[src/rtl/nabp_shift_accumulator.sv]
// Per-angle shift accumulator: looks up the NABP base once per job, emits floor(k*base) per line.
// Optional NABP_SHIFT_ROUND_EN selects round-half-up instead of floor; latency/handshake unchanged.
module nabp_shift_accumulator #(
   parameter int ANGLE_W   = 8,
   parameter int BASE_W    = 16,
   parameter int FRAC_W    = 8,
   parameter int NUM_LINES = 16,
   parameter int SHIFT_W   = 12,
   localparam int LINE_W   = (NUM_LINES > 1) ? $clog2(NUM_LINES) : 1
) (
   input  logic                      clk,
   input  logic                      reset,
   input  logic                      start,
   input  logic [ANGLE_W-1:0]        angle,
   output logic                      busy,
   output logic                      err_angle,
   output logic [ANGLE_W-1:0]        sh_angle,
   input  logic signed [BASE_W-1:0]  sh_accu_base,
   output logic                      out_valid,
   input  logic                      out_ready,
   output logic signed [SHIFT_W-1:0] out_shift,
   output logic [LINE_W-1:0]         out_line,
   output logic                      out_last
);

   localparam int ACC_W = BASE_W + LINE_W;
   localparam logic [LINE_W-1:0] LAST = LINE_W'(NUM_LINES - 1);

   typedef enum logic [2:0] {S_IDLE, S_LOOKUP, S_WAIT, S_RUN, S_DONE} state_t;

   state_t                   state;
   logic signed [BASE_W-1:0] base;
   logic signed [ACC_W-1:0]  accu;
   logic signed [ACC_W-1:0]  accu_nxt;
   logic [LINE_W-1:0]        cnt;

   assign accu_nxt = accu + ACC_W'(base);
   assign out_line = cnt;

   // Fixed point accumulator to integer shift; the rounded build needs one guard bit for the bias.
   function automatic logic signed [SHIFT_W-1:0] to_shift(input logic signed [ACC_W-1:0] a);
`ifdef NABP_SHIFT_ROUND_EN
      logic signed [ACC_W:0] r;
      logic signed [ACC_W:0] s;
      r = {a[ACC_W-1], a} + ((ACC_W+1)'(1) << (FRAC_W - 1));
      s = r >>> FRAC_W;
      return SHIFT_W'(s);
`else
      logic signed [ACC_W-1:0] s;
      s = a >>> FRAC_W;
      return SHIFT_W'(s);
`endif
   endfunction

   always_ff @(posedge clk or posedge reset) begin
      if (reset) begin
         state     <= S_IDLE;
         busy      <= 1'b0;
         err_angle <= 1'b0;
         sh_angle  <= '0;
         base      <= '0;
         accu      <= '0;
         cnt       <= '0;
         out_valid <= 1'b0;
         out_shift <= '0;
         out_last  <= 1'b0;
      end else begin
         err_angle <= 1'b0;
         case (state)
            S_IDLE: begin
               if (start) begin
                  if (32'(angle) < 32'd180) begin
                     sh_angle <= angle;
                     busy     <= 1'b1;
                     state    <= S_LOOKUP;
                  end else begin
                     err_angle <= 1'b1;
                  end
               end
            end
            S_LOOKUP: state <= S_WAIT;
            S_WAIT: begin
               // Base is latched exactly once; later LUT activity is ignored for this job.
               base      <= sh_accu_base;
               accu      <= '0;
               cnt       <= '0;
               out_shift <= '0;
               out_valid <= 1'b1;
               out_last  <= (NUM_LINES == 1);
               state     <= S_RUN;
            end
            S_RUN: begin
               if (out_ready) begin
                  accu <= accu_nxt;
                  if (cnt == LAST) begin
                     out_valid <= 1'b0;
                     out_last  <= 1'b0;
                     state     <= S_DONE;
                  end else begin
                     cnt       <= cnt + LINE_W'(1);
                     out_shift <= to_shift(accu_nxt);
                     out_last  <= ((cnt + LINE_W'(1)) == LAST);
                  end
               end
            end
            S_DONE: begin
               busy  <= 1'b0;
               cnt   <= '0;
               state <= S_IDLE;
            end
            default: state <= S_IDLE;
         endcase
      end
   end

endmodule

[config.mk]
export PLATFORM = sky130hd
export DESIGN_NAME = nabp_shift_accumulator
export DESIGN_NICKNAME = d
export VERILOG_FILES = /design/src/rtl/nabp_shift_accumulator.sv
export SDC_FILE = /design/constraint.sdc
export NUM_CORES = 1
export LEC_CHECK = 0
export ABC_AREA = 1
export BUFFER_PORTS_ARGS = -buffer_cell sky130_fd_sc_hd__buf_2
export CORE_AREA = 2 2 87 89
export CTS_CLUSTER_DIAMETER = 40
export DETAILED_ROUTE_END_ITERATION = 16
export DIE_AREA = 0 0 89 91
export PLACE_DENSITY = 0.81
export RECOVER_POWER = 25
export SLEW_MARGIN = 20
export SYNTH_ARGS = -nofsm -noshare
export SYNTH_HDL_FRONTEND = slang
export SYNTH_SLANG_ARGS = --single-unit
export TNS_END_PERCENT = 10
[constraint.sdc]
create_clock -name clk -period 2.24 [get_ports clk]
set_clock_uncertainty 0.05 [all_clocks]
set_input_delay 0.224 -clock clk [delete_from_list [all_inputs] [get_ports clk]]
set_output_delay 0.224 -clock clk [all_outputs]
set_load 0.005 [all_outputs]
==> run_summary.xml <==
<?xml version="1.0" encoding="UTF-8"?>
<metrics>
  <group name="run_status">
    <metric name="status" unit="">completed</metric>
  </group>
  <group name="die">
    <metric name="floorplan.rows" unit="">31</metric>
    <metric name="floorplan.die_area" unit="sq um">8099</metric>
    <metric name="initial_utilization" unit="%">54.10</metric>
    <metric name="chip_width" unit="microns">89</metric>
    <metric name="design.core.area" unit="sq um">7137</metric>
    <metric name="die_y" unit="microns">91</metric>
    <metric name="pin_count" unit="">56</metric>
  </group>
  <group name="grt">
    <metric name="maximum_number_of_pins_on_one_net_before_global_route_repair" unit="">27</metric>
    <metric name="number_of_antenna_violations_at_the_first_check_in_global_routing" unit="">0</metric>
    <metric name="grt-ovfl-total" unit="">0</metric>
    <metric name="grt_util_all_layers" unit="%">25.19</metric>
    <metric name="grt_first_pass_wirelength" unit="mm">16.14</metric>
    <metric name="grt_pass1_vias" unit="">3533</metric>
  </group>
  <group name="yosys">
    <metric name="synth_enable_flop_cells" unit="">0</metric>
    <metric name="synth.avg_cell_area" unit="sq um">7.785</metric>
    <metric name="synthDominantAreaCellType" unit="">sky130_fd_sc_hd__dfrtp_1</metric>
    <metric name="yosysTopAreaCellShare" unit="%">43.42</metric>
    <metric name="proportion_of_register_bits_with_asynchronous_set_or_reset_after_synthesis" unit="%">100.0</metric>
    <metric name="synth.ff_latch_count" unit="">67</metric>
    <metric name="netlist_area" unit="sq um">3861</metric>
    <metric name="yosysUniqueCellTypes" unit="">34</metric>
    <metric name="ys_dominant_reg_cell" unit="">sky130_fd_sc_hd__dfrtp_1</metric>
    <metric name="synth.yosys.warnings" unit="">0</metric>
    <metric name="netlist_instances" unit="">496</metric>
    <metric name="yosys-top-cells-area" unit="">sky130_fd_sc_hd__dfrtp_1, sky130_fd_sc_hd__nand2_1, sky130_fd_sc_hd__ha_1</metric>
    <metric name="synth.yosys.seq_area_share" unit="%">43.42</metric>
    <metric name="mappedNetlistNets" unit="">546</metric>
  </group>
  <group name="placement">
    <metric name="dp_cells" unit="">648</metric>
    <metric name="dp_hpwl" unit="mm">6.864</metric>
    <metric name="port-buffer-count" unit="">55</metric>
    <metric name="finalWeightedCongestion" unit="">0.9553</metric>
    <metric name="dp_worst_setup_slack" unit="ns">0.1799</metric>
  </group>
  <group name="worst_setup_path">
    <metric name="startpoint" unit="">base[0]$_DFFE_PP0P_</metric>
    <metric name="worst_setup_path_start_kind" unit="">flip-flop</metric>
    <metric name="reg2reg_from" unit="">base[0]$_DFFE_PP0P_</metric>
    <metric name="crit-reg2reg-capture" unit="">accu[16]$_DFFE_PP0P_</metric>
    <metric name="cp-endpoint" unit="">accu[16]$_DFFE_PP0P_</metric>
    <metric name="path_max_fanout" unit="">4</metric>
    <metric name="worst_r2r_path_depth" unit="">10</metric>
    <metric name="critPathRequiredTime" unit="ns">2.43</metric>
    <metric name="crit_type" unit="">flip-flop to flip-flop</metric>
    <metric name="worst_ep_arrival_time" unit="ns">2.26</metric>
    <metric name="r2r_setup_slack" unit="ns">0.17</metric>
    <metric name="endpoint_kind" unit="">flip-flop</metric>
  </group>
  <group name="power_and_ir_drop">
    <metric name="ir_drop" unit="mV">0.9191</metric>
    <metric name="p_leak" unit="nW">2.425</metric>
    <metric name="power_per_cell_area" unit="nW/um^2">1706</metric>
  </group>
  <group name="sta">
    <metric name="period_minus_slack" unit="ns">2.072</metric>
    <metric name="worstMarginPinSlew" unit="ns">0.9851</metric>
    <metric name="whs" unit="ns">0.01748</metric>
    <metric name="timing.final.setup_violations" unit="">0</metric>
    <metric name="final.period_utilization" unit="%">92.51</metric>
    <metric name="maxSlewViolCount" unit="">0</metric>
    <metric name="rsz_0062_raised_after_global_routing" unit="">no</metric>
    <metric name="timing.setup.tns" unit="ns">0</metric>
    <metric name="worst_slack" unit="ns">0.1678</metric>
    <metric name="max_clock_freq" unit="MHz">482.6</metric>
    <metric name="finalHoldViolCount" unit="">0</metric>
    <metric name="worst_slew_margin_rel" unit="%">34.25</metric>
  </group>
  <group name="drt">
    <metric name="drc" unit="">0</metric>
    <metric name="routed_via_density" unit="">5.244</metric>
    <metric name="dr.first_iter.drc_count" unit="">213</metric>
    <metric name="routed_wire_length_per_instance" unit="microns">13.61</metric>
    <metric name="antenna_left" unit="">0</metric>
    <metric name="final_wirelength" unit="mm">9.051</metric>
    <metric name="via_count" unit="">3487</metric>
    <metric name="drt_pre_antenna_iters" unit="">4</metric>
  </group>
  <group name="finish">
    <metric name="final_cell_mix" unit="">sky130_fd_sc_hd__nand2_1, sky130_fd_sc_hd__dfrtp_1, sky130_fd_sc_hd__buf_2</metric>
    <metric name="flow.area_growth_from_synthesis" unit="%">16.11</metric>
    <metric name="proportion_of_layout_cells_with_a_drive_suffix_above_1" unit="%">15.55</metric>
    <metric name="antenna_cells" unit="">0</metric>
    <metric name="mostFrequentLayoutCell" unit="">sky130_fd_sc_hd__nand2_1</metric>
    <metric name="layoutNonFillerInstCount" unit="">665</metric>
    <metric name="finalNetCount" unit="">611</metric>
  </group>
  <group name="clock_network">
    <metric name="clock-sinks" unit="">67</metric>
    <metric name="cts_tree" unit="">built</metric>
    <metric name="cts_max_level" unit="">3</metric>
    <metric name="clockBufferDepth" unit="">2</metric>
    <metric name="postCtsSetupRepairBufs" unit="">0</metric>
    <metric name="clock_insertion_delay_worst_skew" unit="ns">0.35</metric>
    <metric name="root_buffer_selected_by_cts" unit="">sky130_fd_sc_hd__clkbuf_8</metric>
    <metric name="worst_setup_hold_path_clk_slew" unit="ns">0.08</metric>
    <metric name="tritoncts.num_buffers" unit="">9</metric>
  </group>
  <group name="min_path">
    <metric name="timing.hold.worst.class" unit="">input port to flip-flop</metric>
    <metric name="worstHoldStart" unit="">sh_accu_base[12]</metric>
  </group>
  <group name="flow_run">
    <metric name="max_cap_violations" unit="">0</metric>
  </group>
</metrics>
[layout make-up]
class | count | area (sq um)
clock inverter | 7 | 92.59
multi-input combinational | 373 | 1969
fill | 663 | 2654
timing repair buffer | 61 | 312.8
clock buffer | 9 | 123.9
sequential | 67 | 1677
tap | 99 | 123.9
inverter | 49 | 183.9
[synth_stat cells (4+ instances only)]
| cell | count |
|---|---|
| sky130_fd_sc_hd__nand4_1 | 19 |
| sky130_fd_sc_hd__xnor2_1 | 4 |
| sky130_fd_sc_hd__mux2_2 | 7 |
| sky130_fd_sc_hd__nor2_1 | 30 |
| sky130_fd_sc_hd__nand3_1 | 24 |
| sky130_fd_sc_hd__o21ai_0 | 20 |
| sky130_fd_sc_hd__nand2_1 | 195 |
| sky130_fd_sc_hd__ha_1 | 21 |
| sky130_fd_sc_hd__inv_1 | 45 |
| sky130_fd_sc_hd__nand3b_1 | 6 |
| sky130_fd_sc_hd__dfrtp_1 | 67 |
| sky130_fd_sc_hd__a21oi_1 | 19 |
[metal layers]
metal | share of wire [%] | up-vias | global-route usage [%]
met5 | 0 | - | 0
met2 | 48 | 98 | 40.98
met3 | 5.2 | 9 | 6.182
li1 | - | 1745 | -
met4 | 0.93 | 0 | 5.100
met1 | 46 | 1635 | 34.22
[registers in the layout, indices dropped and copies added, names as in the netlist]
name       cells
accu          20
base          16
out_shift     12
sh_angle       8
out_line       4
state          3
busy           1
err_angle      1
out_last       1
out_valid      1
[worst min path at each step]
stage	end	slack [ns]	depth (start not counted)
4_1_cts	base[5]$_DFFE_PP0P_	0.01	3
2_1_floorplan	base[0]$_DFFE_PP0P_	0.29	2
6_report	base[12]$_DFFE_PP0P_	0.02	3
5_1_grt	base[3]$_DFFE_PP0P_	0.02	3
3_5_place_dp	accu[2]$_DFFE_PP0P_	0.25	2
3_3_place_gp	base[1]$_DFFE_PP0P_	0.23	2
[stage by stage]
stage	util (%)	area, sq um	power [W]
after detailed placement	59.71	4262	0.006501
after floorplan	-	3861	0.005362
after CTS	62.89	4488	0.007650
after global placement	59.71	4262	0.006343
after global routing	62.82	4483	0.008427
final	62.82	4483	0.007647
[where the power goes]
part | switching, W | total [W] | internal, W
logic | 0.00279 | 0.00438 | 0.00159
clock network | 0.000488 | 0.00111 | 0.000622
registers | 0.000360 | 0.00215 | 0.00179
total | 0.00364 | 0.00765 | 0.00401
[cells by family after synthesis]
kind of cell / after synthesis / share of synthesized area [%]
AO/OA/AOI/OAI: 51 / 7.356
buffers and inverters: 56 / 5.703
adder cells (fa/ha/maj): 22 / 7.323
XOR/XNOR: 6 / 1.361
AND/OR/NAND/NOR: 286 / 32.53
flip-flops: 67 / 43.42
multiplexers: 8 / 2.301
[worst max-delay path, stage by stage (launching register included)]
cell	delay, ns
sky130_fd_sc_hd__dfrtp_1	0.39
sky130_fd_sc_hd__ha_1	0.25
sky130_fd_sc_hd__fa_1	0.43
sky130_fd_sc_hd__nand3_1	0.11
sky130_fd_sc_hd__nand3_1	0.13
sky130_fd_sc_hd__nand2_1	0.09
sky130_fd_sc_hd__nand2_1	0.11
sky130_fd_sc_hd__nand2_1	0.13
sky130_fd_sc_hd__nand3b_1	0.11
sky130_fd_sc_hd__nand4_1	0.11
sky130_fd_sc_hd__nand2_1	0.06
[timing repair]
item | CTS | global route
resized for setup | 0 | 1
hold buffers | 1 | 0
hold endpoints to repair | 24 | 0
setup endpoints to repair | 0 | 1
No activity file was read; power rests on OpenSTA's default activity.
